## src/rtl/fp32_pkg.sv

```systemverilog
// fp32_pkg
//   Shared binary32 field widths, special-value class encoding and the class
//   type. The operand FIFO and the downstream special-case fixup logic both
//   import this package.
package fp32_pkg;

  localparam int FP_W  = 32;
  localparam int EXP_W = 8;
  localparam int MAN_W = 23;

  localparam logic [EXP_W-1:0] EXP_MAX = 8'hFF;

  // Bit positions inside a 4-bit class nibble: {nan, inf, zero, denorm}.
  localparam int CLS_NAN  = 3;
  localparam int CLS_INF  = 2;
  localparam int CLS_ZERO = 1;
  localparam int CLS_DEN  = 0;

  typedef logic [3:0] fp_cls_t;

endpackage

```

## src/rtl/fp32_classify.sv

```systemverilog
// fp32_classify
//   Combinational special-value classifier for one binary32 operand.
//   Ports:
//     val  in  32 : binary32 operand
//     cls  out  4 : {nan, inf, zero, denorm}; at most one bit set
module fp32_classify
  import fp32_pkg::*;
(
  input  logic [FP_W-1:0] val,
  output fp_cls_t         cls
);

  logic [EXP_W-1:0] exp_f;
  logic [MAN_W-1:0] man_f;
  logic             exp_max;
  logic             exp_zero;
  logic             man_zero;

  assign exp_f = val[FP_W-2 -: EXP_W];
  assign man_f = val[MAN_W-1:0];

  // NOTE: every signal written in an always_comb block gets a value on every
  // path (here a default first); a missed path would infer a latch.
  always_comb begin
    cls      = '0;
    exp_max  = (exp_f == EXP_MAX);
    exp_zero = (exp_f == '0);
    man_zero = (man_f == '0);
    cls[CLS_NAN]  = exp_max  && !man_zero;
    cls[CLS_INF]  = exp_max  &&  man_zero;
    cls[CLS_ZERO] = exp_zero &&  man_zero;
    cls[CLS_DEN]  = exp_zero && !man_zero;
  end

endmodule

```

## src/rtl/fmul_operand_fifo.sv

```systemverilog
// fmul_operand_fifo
//   Operand-issue stage in front of the combinational binary32 multiplier.
//   Operand pairs are classified on write and buffered in a first-word-
//   fall-through circular FIFO; the head pair and its class flags feed the
//   multiplier and the special-case fixup logic.
//   Ports:
//     sysclk, rst_n     : clock, synchronous active-low reset
//     in_valid/in_ready : upstream handshake, in_ready = (count < DEPTH)
//     in_a, in_b        : binary32 operands
//     out_valid/out_ready : downstream handshake, out_valid = (count != 0)
//     op_a, op_b        : head operands (0 when empty)
//     op_cls            : [7:4] class of A, [3:0] class of B (0 when empty)
//     count             : occupancy 0..DEPTH
module fmul_operand_fifo
  import fp32_pkg::*;
#(
  parameter int DEPTH = 4,
  parameter int WIDTH = FP_W
) (
  input  logic                       sysclk,
  input  logic                       rst_n,
  input  logic                       in_valid,
  output logic                       in_ready,
  input  logic [WIDTH-1:0]           in_a,
  input  logic [WIDTH-1:0]           in_b,
  output logic                       out_valid,
  input  logic                       out_ready,
  output logic [WIDTH-1:0]           op_a,
  output logic [WIDTH-1:0]           op_b,
  output logic [7:0]                 op_cls,
  output logic [$clog2(DEPTH):0]     count
);

  localparam int PTR_W = $clog2(DEPTH);
  localparam int CNT_W = PTR_W + 1;

  typedef struct packed {
    logic [WIDTH-1:0] a;
    logic [WIDTH-1:0] b;
    fp_cls_t          cls_a;
    fp_cls_t          cls_b;
  } entry_t;

  entry_t           mem_q [DEPTH];
  entry_t           wr_entry;
  entry_t           head;
  logic [PTR_W-1:0] wr_ptr_q, wr_ptr_d;
  logic [PTR_W-1:0] rd_ptr_q, rd_ptr_d;
  logic [CNT_W-1:0] count_q, count_d;
  logic             push, pop;
  fp_cls_t          cls_a, cls_b;

  fp32_classify u_cls_a (.val(in_a), .cls(cls_a));
  fp32_classify u_cls_b (.val(in_b), .cls(cls_b));

  always_comb begin
    // Handshake flags come only from registered occupancy, so there is no
    // combinational path from in_valid/out_ready to in_ready/out_valid.
    in_ready  = (count_q < CNT_W'(DEPTH));
    out_valid = (count_q != '0);
    push      = in_valid && in_ready;
    pop       = out_valid && out_ready;

    wr_entry = '{a: in_a, b: in_b, cls_a: cls_a, cls_b: cls_b};

    // DEPTH is a power of two, so plain pointer increments wrap modulo DEPTH.
    wr_ptr_d = push ? wr_ptr_q + PTR_W'(1) : wr_ptr_q;
    rd_ptr_d = pop  ? rd_ptr_q + PTR_W'(1) : rd_ptr_q;

    count_d = count_q;
    unique case ({push, pop})
      2'b10:   count_d = count_q + CNT_W'(1);
      2'b01:   count_d = count_q - CNT_W'(1);
      default: count_d = count_q;
    endcase
  end

  // NOTE: sequential state uses non-blocking assignments so every flop
  // samples the pre-edge value of every other flop.
  always_ff @(posedge sysclk) begin
    if (!rst_n) begin
      wr_ptr_q <= '0;
      rd_ptr_q <= '0;
      count_q  <= '0;
    end else begin
      wr_ptr_q <= wr_ptr_d;
      rd_ptr_q <= rd_ptr_d;
      count_q  <= count_d;
    end
  end

  // NOTE: the storage array has no reset; emptiness is carried by count_q
  // and stale words are masked at the output, so resetting it buys nothing.
  always_ff @(posedge sysclk) begin
    if (rst_n && push) begin
      mem_q[wr_ptr_q] <= wr_entry;
    end
  end

  // Head presentation: forced to zero while empty so the multiplier sees
  // +0 x +0 rather than whatever stale word sits at the read pointer.
  always_comb begin
    head   = mem_q[rd_ptr_q];
    op_a   = '0;
    op_b   = '0;
    op_cls = '0;
    if (out_valid) begin
      op_a   = head.a;
      op_b   = head.b;
      op_cls = {head.cls_a, head.cls_b};
    end
  end

  assign count = count_q;

endmodule

```

## config.mk

```make
export PLATFORM = sky130hd
export DESIGN_NAME = fmul_operand_fifo
export DESIGN_NICKNAME = d
export VERILOG_FILES = /design/src/rtl/fp32_pkg.sv /design/src/rtl/fp32_classify.sv /design/src/rtl/fmul_operand_fifo.sv
export SDC_FILE = /design/constraint.sdc
export NUM_CORES = 1
export LEC_CHECK = 0
export ABC_AREA = 0
export CORE_MARGIN = 10
export CORE_UTILIZATION = 50
export CTS_CLUSTER_DIAMETER = 80
export DETAILED_ROUTE_END_ITERATION = 8
export PLACE_DENSITY = 0.74
export SYNTH_ARGS = -nofsm -noshare
export SYNTH_HDL_FRONTEND = slang
export SYNTH_SLANG_ARGS = --single-unit
export TNS_END_PERCENT = 10
```

## constraint.sdc

```tcl
create_clock -name sysclk -period 3.1 [get_ports sysclk]
set_clock_uncertainty 0.05 [all_clocks]
set_input_delay 0.465 -clock sysclk [delete_from_list [all_inputs] [get_ports sysclk]]
set_output_delay 0.465 -clock sysclk [all_outputs]
set_load 0.02 [all_outputs]
```

==> metrics.txt <==
maxcap violations=0; Slew Viols, Final=0; Synth top area share=74.2%; initial antenna violation count=1; Root Driver=clkbuf_16; most frequent cells after synthesis=edfxtp_1 (288), and2_1 (78), mux4_2 (70), nor4_1 (14), clkbuf_1 (10); CP Data Arrival Time=2.52 ns; worst hold slack=0.515 ns; largest area contributor in the netlist=edfxtp_1; cts hold-fix bufs=0; RSZ-0062 raised after global routing=yes; nets=788; setup TNS=0 ns; Final setup viols=0; status=finished, final reports clean; row count=55; slew margin rel.=58.9%; Area Overhead vs Synth=25.2%; dpl ws=0.333 ns; n_diodes=0; Initial Utilization=51.2%; startpoint types=flop; final non-filler cell total=1051; Avg Inst Size Synth=21.3 sq um; flops & latches, synth=297; die area=0.0298 sq mm; CTS sink cnt=297; CP Cell Sequence=buf_12, mux4_2, and2_1, clkdlybuf4s50_1; layout cells sized above 1=19.1%; Synth area leaders=edfxtp_1 (74%), mux4_2 (14%), and2_1 (4.2%); pin count of the biggest net entering global routing=73; Async SR Flop Fraction=0%; final worst setup slack=0.0695 ns; first-pass GRT wire length=37900 um; vias=5776; crit path capture=op_cls[6]; Routed Antenna Nets=0; DRT Wirelength=24200 um; EDFF count, synth=288; worst min path class=in -> reg; CTS clk-pin slew, worst paths=0.06 ns; crit share post-route=97.8%; Setup Buffers After CTS=0; slowest library cell on the worst path=mux4_2; vias per inst=5.50; GR Util met1=20.3%; Final Hold Viols=0; Detail Placement HPWL=15500 um; most common cell in the netlist=edfxtp_1; average wire per standard cell=23.1 um; Critical Setup Path Class=reg -> out; fill count=1530; top flip-flop cell by instance count after synthesis=edfxtp_1; vias in the first global route=6486; Global Route Usage Sum=16.0%; Core Area=0.0228 sq mm; Max H-tree Level=1; initial DRC count=383; CTS tree=yes; R2R depth=8; Leakage=0.00472 uW; GR Overflow Total=0; PortBufs=144; Distinct cells, synth=30; CP required=2.58 ns; YS warnings=0; pwr/cell area=882 mW/mm^2; busiest grt layer=met2; number of I/O pins=145; fmax=330 MHz; Period minus WS final=3.03 ns; CTS Buf Count=30; CP Capture Type=output pin; Syn Inst Count=546; post-cts resize count=0; Reg-to-Reg End=count[2]$_SDFFE_PN0P_; r2r setup slk=0.90 ns; DRC errors left=0; Peak VDD IR=0.651 mV; maximum root-to-sink buffer count=3; Placed Instances=995; crit path max fanout=23; Largest stage delay, worst path=0.57 ns; Tightest Pin Transition=0.615 ns; Critical R2R Launch=count[2]$_SDFFE_PN0P_; met2 GRT Util=27.4%; DIE WIDTH=173 um; Post-Syn Nets=620; Cell Area, Synth=0.0117 sq mm; Placer Congestion=0.734; final core utilization=64.1%; grt met3 use=3.55%; sequential area share after synthesis=75.7%; worst skew pair latency=0.54 ns; Die Y=173 um; First-pass DRT Iterations=5
-- state kept, by name (all words and copies together), names as in the netlist, named ones only --
signal	flops
count	3
wr_ptr_q	2
rd_ptr_q	2
mem_q	288
-- layout make-up --
cell class	count	area [sq um]	share of cell area, %
multi-input cells	216	2600	17.8
clock buffers	34	787	5.39
well taps	313	392	2.68
inverters	8	30.0	0.206
flip-flops and latches	297	8840	60.5
repair buffers	161	1740	11.9
clock inverters	22	218	1.49
-- power by group --
part	leakage (uW)	switching (uW)	internal [uW]
clock	0.000485	1450	2150
combinational	0.00156	2230	2230
sequential	0.00267	111	4700
total	0.00472	3790	9090
-- worst max-delay path, delay by kind of cell, from the launching register on --
| family | cells | cell delay, ns |
|---|---|---|
| flip-flops | 1 | 0.44 |
| buffers and inverters | 2 | 0.78 |
| multiplexers | 1 | 0.57 |
| AND/OR/NAND/NOR | 1 | 0.18 |
-- layer usage --
| layer | vias up | part of all wire, % | routed length [um] |
|---|---|---|---|
| li1 | 2564 | - | - |
| met1 | 3018 | 41 | 10000 |
| met2 | 170 | 52 | 12500 |
| met3 | 24 | 5.5 | 1330 |
| met4 | 0 | 1.4 | 343 |
| met5 | - | 0 | 0 |
-- cells in the final DEF (no fill, tap or decap), types with 3 or more instances in the layout --
master,instances
buf_12,10
nand2_1,5
dfxtp_1,7
and2_1,78
clkinvlp_4,3
dlymetal6s2s_1,9
mux4_2,70
clkdlybuf4s50_1,135
clkinv_1,8
bufinv_16,4
nor3_1,6
edfxtp_1,288
clkbuf_1,3
a21oi_1,4
xnor2_1,3
nand4_1,6
nor2b_1,4
and3_4,4
clkbuf_16,31
clkinv_2,5
ha_1,5
buf_4,6
inv_1,8
nor4_1,14
-- cell families (layout without fill, tap and decap cells) --
logic type	after synthesis	after routing	synth area share [%]
muxes	73	73	14.1
AOI/OAI and AO/OA	9	9	0.462
DFF	297	297	75.7
xor gates and xnor gates	5	5	0.376
and+or+nand+nor	123	123	6.46
adders and majority gates	6	6	0.709
buffers and inverters	33	225	2.18
-- stage by stage --
stage / power (uW) / instance area, sq um
finish: 12900 / 14600
global route: 13400 / 14600
CTS: 13100 / 14600
detailed placement: 9450 / 13600
global placement: 9370 / 13600
floorplan: 7550 / 11700
-- worst min path at each step --
stage	depth (start not counted)	startpoint	to	slack (ns)
6_report	1	in_a[31]	mem_q[0][71]$_DFFE_PP_	0.52
3_5_place_dp	2	rd_ptr_q[0]$_SDFFE_PN0N_	rd_ptr_q[0]$_SDFFE_PN0N_	0.53
3_3_place_gp	2	count[2]$_SDFFE_PN0P_	count[2]$_SDFFE_PN0P_	0.49
2_1_floorplan	2	rd_ptr_q[0]$_SDFFE_PN0N_	flop	0.46
5_1_grt	1	in_a[31]	mem_q[3][71]$_DFFE_PP_	0.52
4_1_cts	1	in_a[31]	mem_q[0][71]$_DFFE_PP_	0.50
Power figures use the tool's default switching activity.
